File: src/rtl/shift_pkg.sv
// Shared definitions for the shift sequencer: op codes, FSM state encoding
// and the 16-bit bit-reverse helper used to turn right shifts into left shifts.
package shift_pkg;

    localparam int W   = 16;
    localparam int SHW = 4;

    // Op codes presented by the requesters
    localparam logic [1:0] SH_LSR = 2'b00;
    localparam logic [1:0] SH_ASR = 2'b01;
    localparam logic [1:0] SH_LSL = 2'b10;
    localparam logic [1:0] SH_ROR = 2'b11;

    // Sequencer FSM states
    localparam logic [1:0] ST_IDLE  = 2'd0;
    localparam logic [1:0] ST_PASS0 = 2'd1;
    localparam logic [1:0] ST_PASS1 = 2'd2;
    localparam logic [1:0] ST_DONE  = 2'd3;

    // Bit-reverse of a 16-bit word (bit 0 <-> bit 15, ...)
    function automatic logic [15:0] rev16(input logic [15:0] v);
        logic [15:0] r;
        r = 16'h0000;
        for (int i = 0; i < 16; i++) begin
            r[i] = v[15 - i];
        end
        return r;
    endfunction

endpackage

File: src/rtl/barrel_right.sv
// Logical right barrel shifter: log2(W) stages, each optionally shifting by 2^i.
module barrel_right
    import shift_pkg::*;
#(
    parameter int W   = 16,
    parameter int SHW = 4
) (
    input  logic [W-1:0]   data,
    input  logic [SHW-1:0] amt,
    output logic [W-1:0]   result
);

    // Cascade of power-of-two shift stages, zero-filling from the top
    always_comb begin
        logic [W-1:0] stage_s;
        stage_s = data;
        for (int i = 0; i < SHW; i++) begin
            if (amt[i]) begin
                stage_s = stage_s >> (1 << i);
            end else begin
                stage_s = stage_s;
            end
        end
        result = stage_s;
    end

endmodule

File: src/rtl/shift_sequencer.sv
// Shares one right barrel shifter between two requesters. A round-robin
// arbiter accepts one op at a time; the FSM runs one or two shifter passes
// and combines the pass results into LSR/ASR/LSL/ROR.
module shift_sequencer
    import shift_pkg::*;
(
    input  logic        clk,
    input  logic        rst,
    input  logic        req0_valid,
    output logic        req0_ready,
    input  logic [1:0]  req0_op,
    input  logic [15:0] req0_data,
    input  logic [3:0]  req0_amt,
    input  logic        req1_valid,
    output logic        req1_ready,
    input  logic [1:0]  req1_op,
    input  logic [15:0] req1_data,
    input  logic [3:0]  req1_amt,
    output logic        resp_valid,
    input  logic        resp_ready,
    output logic [15:0] resp_data,
    output logic        resp_id,
    output logic        busy
);

    logic [1:0]  state_r;
    logic [1:0]  next_state_s;
    logic        last_grant_r;
    logic [1:0]  op_r;
    logic [15:0] data_r;
    logic [3:0]  amt_r;
    logic        id_r;
    logic [15:0] p0_r;
    logic [15:0] p1_r;
    logic        resp_valid_r;
    logic        busy_r;

    logic        any_valid_s;
    logic        grant_id_s;
    logic        accept_s;
    logic [15:0] sh_in_s;
    logic [3:0]  sh_amt_s;
    logic [15:0] sh_out_s;
    logic        two_pass_s;
    logic [15:0] result_s;

    // Round-robin pick: on a tie the requester that did not win last time goes
    always_comb begin
        any_valid_s = req0_valid | req1_valid;
        if (req0_valid && req1_valid) begin
            grant_id_s = ~last_grant_r;
        end else begin
            grant_id_s = req1_valid;
        end
        accept_s   = ~rst && (state_r == ST_IDLE) && any_valid_s;
        req0_ready = accept_s && (grant_id_s == 1'b0);
        req1_ready = accept_s && (grant_id_s == 1'b1);
    end

    // Shifter input mux: only latched operands feed the shifter
    always_comb begin
        sh_in_s  = 16'h0000;
        sh_amt_s = 4'd0;
        case (state_r)
            ST_PASS0: begin
                sh_in_s  = (op_r == SH_LSL) ? rev16(data_r) : data_r;
                sh_amt_s = amt_r;
            end
            ST_PASS1: begin
                if (op_r == SH_ASR) begin
                    sh_in_s  = 16'hFFFF;
                    sh_amt_s = amt_r;
                end else begin
                    // ROR second pass: left part comes from rev(data) >> (16-n) mod 16
                    sh_in_s  = rev16(data_r);
                    sh_amt_s = 4'd0 - amt_r;
                end
            end
            default: begin
                sh_in_s  = 16'h0000;
                sh_amt_s = 4'd0;
            end
        endcase
    end

    barrel_right #(.W(W), .SHW(SHW)) u_barrel_right (
        .data   (sh_in_s),
        .amt    (sh_amt_s),
        .result (sh_out_s)
    );

    assign two_pass_s = (op_r == SH_ASR) || (op_r == SH_ROR);

    // Combine the registered pass results into the final value for the op
    always_comb begin
        result_s = 16'h0000;
        case (op_r)
            SH_LSR: result_s = p0_r;
            SH_LSL: result_s = rev16(p0_r);
            SH_ASR: result_s = p0_r | (data_r[15] ? ~p1_r : 16'h0000);
            SH_ROR: result_s = p0_r | ((amt_r == 4'd0) ? 16'h0000 : rev16(p1_r));
            default: result_s = 16'h0000;
        endcase
    end

    // Next-state logic of the sequencer FSM
    always_comb begin
        next_state_s = state_r;
        case (state_r)
            ST_IDLE: begin
                if (accept_s) begin
                    next_state_s = ST_PASS0;
                end else begin
                    next_state_s = ST_IDLE;
                end
            end
            ST_PASS0: begin
                if (two_pass_s) begin
                    next_state_s = ST_PASS1;
                end else begin
                    next_state_s = ST_DONE;
                end
            end
            ST_PASS1: next_state_s = ST_DONE;
            ST_DONE: begin
                if (resp_ready) begin
                    next_state_s = ST_IDLE;
                end else begin
                    next_state_s = ST_DONE;
                end
            end
            default: next_state_s = ST_IDLE;
        endcase
    end

    // State, operand latch, pass registers and response flag
    always_ff @(posedge clk) begin
        if (rst) begin
            state_r      <= ST_IDLE;
            busy_r       <= 1'b0;
            last_grant_r <= 1'b1;
            op_r         <= 2'b00;
            data_r       <= 16'h0000;
            amt_r        <= 4'd0;
            id_r         <= 1'b0;
            p0_r         <= 16'h0000;
            p1_r         <= 16'h0000;
            resp_valid_r <= 1'b0;
        end else begin
            state_r <= next_state_s;
            busy_r  <= (next_state_s != ST_IDLE);
            case (state_r)
                ST_IDLE: begin
                    if (accept_s) begin
                        last_grant_r <= grant_id_s;
                        id_r         <= grant_id_s;
                        op_r         <= grant_id_s ? req1_op   : req0_op;
                        data_r       <= grant_id_s ? req1_data : req0_data;
                        amt_r        <= grant_id_s ? req1_amt  : req0_amt;
                    end else begin
                        last_grant_r <= last_grant_r;
                    end
                end
                ST_PASS0: begin
                    p0_r <= sh_out_s;
                    if (!two_pass_s) begin
                        resp_valid_r <= 1'b1;
                    end else begin
                        resp_valid_r <= 1'b0;
                    end
                end
                ST_PASS1: begin
                    p1_r         <= sh_out_s;
                    resp_valid_r <= 1'b1;
                end
                ST_DONE: begin
                    if (resp_ready) begin
                        resp_valid_r <= 1'b0;
                    end else begin
                        resp_valid_r <= 1'b1;
                    end
                end
                default: resp_valid_r <= 1'b0;
            endcase
        end
    end

    // Response fields are pure decodes of registers, so they hold still in DONE
    assign resp_valid = resp_valid_r;
    assign resp_data  = result_s;
    assign resp_id    = id_r;
    assign busy       = busy_r;

endmodule

File: config.mk
export PLATFORM = sky130hd
export DESIGN_NAME = shift_sequencer
export DESIGN_NICKNAME = d
export VERILOG_FILES = /design/src/rtl/shift_pkg.sv /design/src/rtl/barrel_right.sv /design/src/rtl/shift_sequencer.sv
export SDC_FILE = /design/constraint.sdc
export NUM_CORES = 1
export LEC_CHECK = 0
export ABC_AREA = 1
export CAP_MARGIN = 20
export CORE_MARGIN = 4
export CORE_UTILIZATION = 54
export CTS_CLUSTER_DIAMETER = 120
export DETAILED_ROUTE_END_ITERATION = 10
export PLACE_DENSITY = 0.84
export SLEW_MARGIN = 0
export SYNTH_ARGS = -nofsm -noshare
export SYNTH_HDL_FRONTEND = slang
export SYNTH_SLANG_ARGS = --single-unit
File: constraint.sdc
create_clock -name clk -period 2.98 [get_ports clk]
set_clock_uncertainty 0.15 [all_clocks]
set_input_delay 0.447 -clock clk [delete_from_list [all_inputs] [get_ports clk]]
set_output_delay 0.447 -clock clk [all_outputs]
set_load 0.005 [all_outputs]
==> key figures, run 1 <==
Drt
  – First-pass iteration count of the detailed router: 6
  – Initial DRC Count: 383
  – Vias: 4764
  – Post-route DRC violation count: 0
  – Routed WL: approximately 11 mm
  – Drt wl/cell: between 10 and 15 um
  – Drt via density: 5.747
  – ANT nets after route: 0

Timing
  – Slew @ Worst Pin: roughly 570 ps
  – RSZ-0062 raised after global routing: true
  – Setup violators final: 0
  – Fin. max-slew vios: 0
  – Worst setup margin: 132.3 ps
  – Setup TNS: 0 ps
  – Final Cycle Share: 95.56%
  – Fin crit period: between 2000 and 3000 ps
  – Slew margin rel.: between 60% and 70%
  – Fmax: between 300 and 400 MHz
  – Final Hold Vio Count: 0

Setup path
  – Crit path max fanout: 15
  – Crit path DAT: 2250 ps
  – CP startpoint kind: register
  – Flop2flop setup slack: about 410 ps
  – Crit path kind: reg2out
  – CP endpoint kind: output pin
  – Crit path required time: 2380 ps

Final layout
  – Final core utilization: 68.86%
  – Layout area overhead: 21.77%
  – Finished Layout Cells: just over 800
  – Layout Nets: 781
  – Final-layout fill cell count: 642
  – Inserted Diodes: 0
  – Sequential Area: 1201 sq um
  – Area of the multi-input gates: 2524 sq um
  – Share of cells above drive strength 1: around 6.3%

Logic synthesis
  – Avg Inst Size Synth: 6.206 sq um
  – Sequential element share of the synthesized area: 28.67%
  – Largest area contributor in the netlist: dfxtp_1
  – Number of synthesized flops with an enable pin: 0
  – Top-count cell post-synth: nand2_1
  – Distinct cells, synth: 28
  – Synth top area share: 28.67%
  – Count of state elements after synthesis: 60
  – Ranking of synthesized cells by area: dfxtp_1, nand3_1, nand2_1
  – Synth warnings: 0
  – Post-synthesis cell area: approximately 4200 sq um
  – Commonest cells post-synth: nand2_1, nand3_1, dfxtp_1
  – Cells after Synth: ~680
  – Mapped Nets: 731
  – Synth Flop Type: dfxtp_1
  – Ys async rst share: 0%

Clock network
  – # H-tree levels: 3
  – Clock Tree Buf Depth: 2
  – CTS tree: done
  – Worst-Skew Late Latency: 340 ps
  – CTS Buf Count: 9
  – Clock Pin Slew Worst Setup and Hold Paths: 70 ps
  – CTS sink cnt: 60
  – Root Driver: clkbuf_8

Floorplanning
  – Initial core utilization: a little under three fifths
  – I/O pin count: 70
  – Die Span Y: around 96 um
  – Die area: 9230 sq um
  – Row cnt: 31
  – Core Area: 7408 sq um
  – Die Width: 96.08 um

Placement
  – Global placement routability congestion: 1.003
  – Placed cells: 811
  – HPWL after DPL: 8.303 mm
  – PortBufs: 69
  – Worst slack, placed: 388.0 ps

GRT
  – First-pass GRT wire length: around 19 mm
  – Largest net degree at the start of global routing: just over 40
  – Vias in the first global route: 4201
  – Initial antenna violation count: 0
  – Gr ovfl total: 0
  – Total global-route track usage: 25.20%

Power and ir drop
  – Leakage: 0.002204 uW
  – Design Power: 2209 uW
  – Worst vdd ir: 0.2510 mV
  – Pwr/cell area: about 430 nW/um^2

Outcome
  – Status: completed

Run
  – Max_cap viols: 0

Hold path
  – Worst hold path class: reg2reg
-- cell usage in the layout, fill, tap and decap left out, types with 5 or more instances in the layout --
cell type and count:
nand3_1 150, dlymetal6s2s_1 10, inv_2 5, clkdlybuf4s50_1 59, o311ai_0 15, o21ai_1 6, o21ai_0 47, ha_1 7
a21oi_1 33, nand2_1 167, dfxtp_1 60, inv_1 59, a31oi_1 22, o211ai_1 16, clkbuf_8 9, nor2_1 24
buf_4 15
-- metrics by stage --
stage	instance area, sq um	hold WS [ps]
after floorplan	4189	302.7
final	5101	320.6
after CTS	5057	316.7
after detailed placement	4888	305.9
after global routing	5101	358.6
after global placement	4888	295.0
-- area by class of cell --
type	instances	share of cell area, %
sequential	60	23.55
clock buffer	10	2.502
timing repair buffer	85	16.46
tap	99	2.428
inverter	65	4.783
multi-input combinational	504	49.47
clock inverter	6	0.8094
-- registers in the layout (all words and copies together), names as in the netlist --
signal,cells
p0_r,16
resp_valid,1
p1_r,16
state_r,2
data_r,16
op_r,2
last_grant_r,1
resp_id,1
busy,1
amt_r,4
-- worst max-delay path, cell delays in order, from the launching register on --
cell             delay [ps]
dfxtp_1                 370
inv_1                    70
ha_1                    220
nand3_1                 110
buf_6                   170
nand3_1                  80
o311ai_0                100
o211ai_1                130
o21ai_0                 120
clkdlybuf4s50_1         540
-- final timing paths --
path | to | startpoint | depth (start not counted)
max | resp_data[15] | amt_r[0] | 9
min reg2reg | resp_valid | resp_valid | 2
min | resp_valid | resp_valid | 2
max reg2reg | p1_r[1] | state_r[1] | 13
-- cells by family after synthesis --
kind of cell               after synthesis  share of synthesized area [%]
and+or+nand+nor                        355                          37.60
AOI/OAI and AO/OA                      142                          20.55
DFF                                     60                          28.67
buffers and inverters                  111                          11.08
adders and majority gates                7                          2.091
-- power by group --
group	leakage, uW	switching [uW]	internal (uW)
clock	0.0000783	324	299
sequential	0.000491	48.5	870
combinational	0.00164	392	276
-- per-layer routing --
layer	vias up	GRT usage [%]	routed length (um)
met5	-	0	0
met2	211	41.92	5076
met3	34	5.160	876
met1	2113	31.81	4882
met4	0	9.953	291
li1	2406	-	-
-- repair_timing --
item,CTS,global route
hold endpoints to repair,0,0
gates resized for setup,0,12
endpoints found under the setup margin,0,16
hold buffers,0,0
buffers inserted,0,2
Note: power is estimated with default switching activity, not from simulation.
==> inputs of run 2 (changes only) <==
--- a/config.mk
+++ b/config.mk
@@ -6,7 +6,7 @@
 export NUM_CORES = 1
 export LEC_CHECK = 0
 export ABC_AREA = 1
-export CAP_MARGIN = 20
+export CAP_MARGIN = 10
 export CORE_MARGIN = 4
 export CORE_UTILIZATION = 54
 export CTS_CLUSTER_DIAMETER = 120
==> results of run 2 <==
Same layout as run 1: the final DEF is identical, and so are final timing and power.
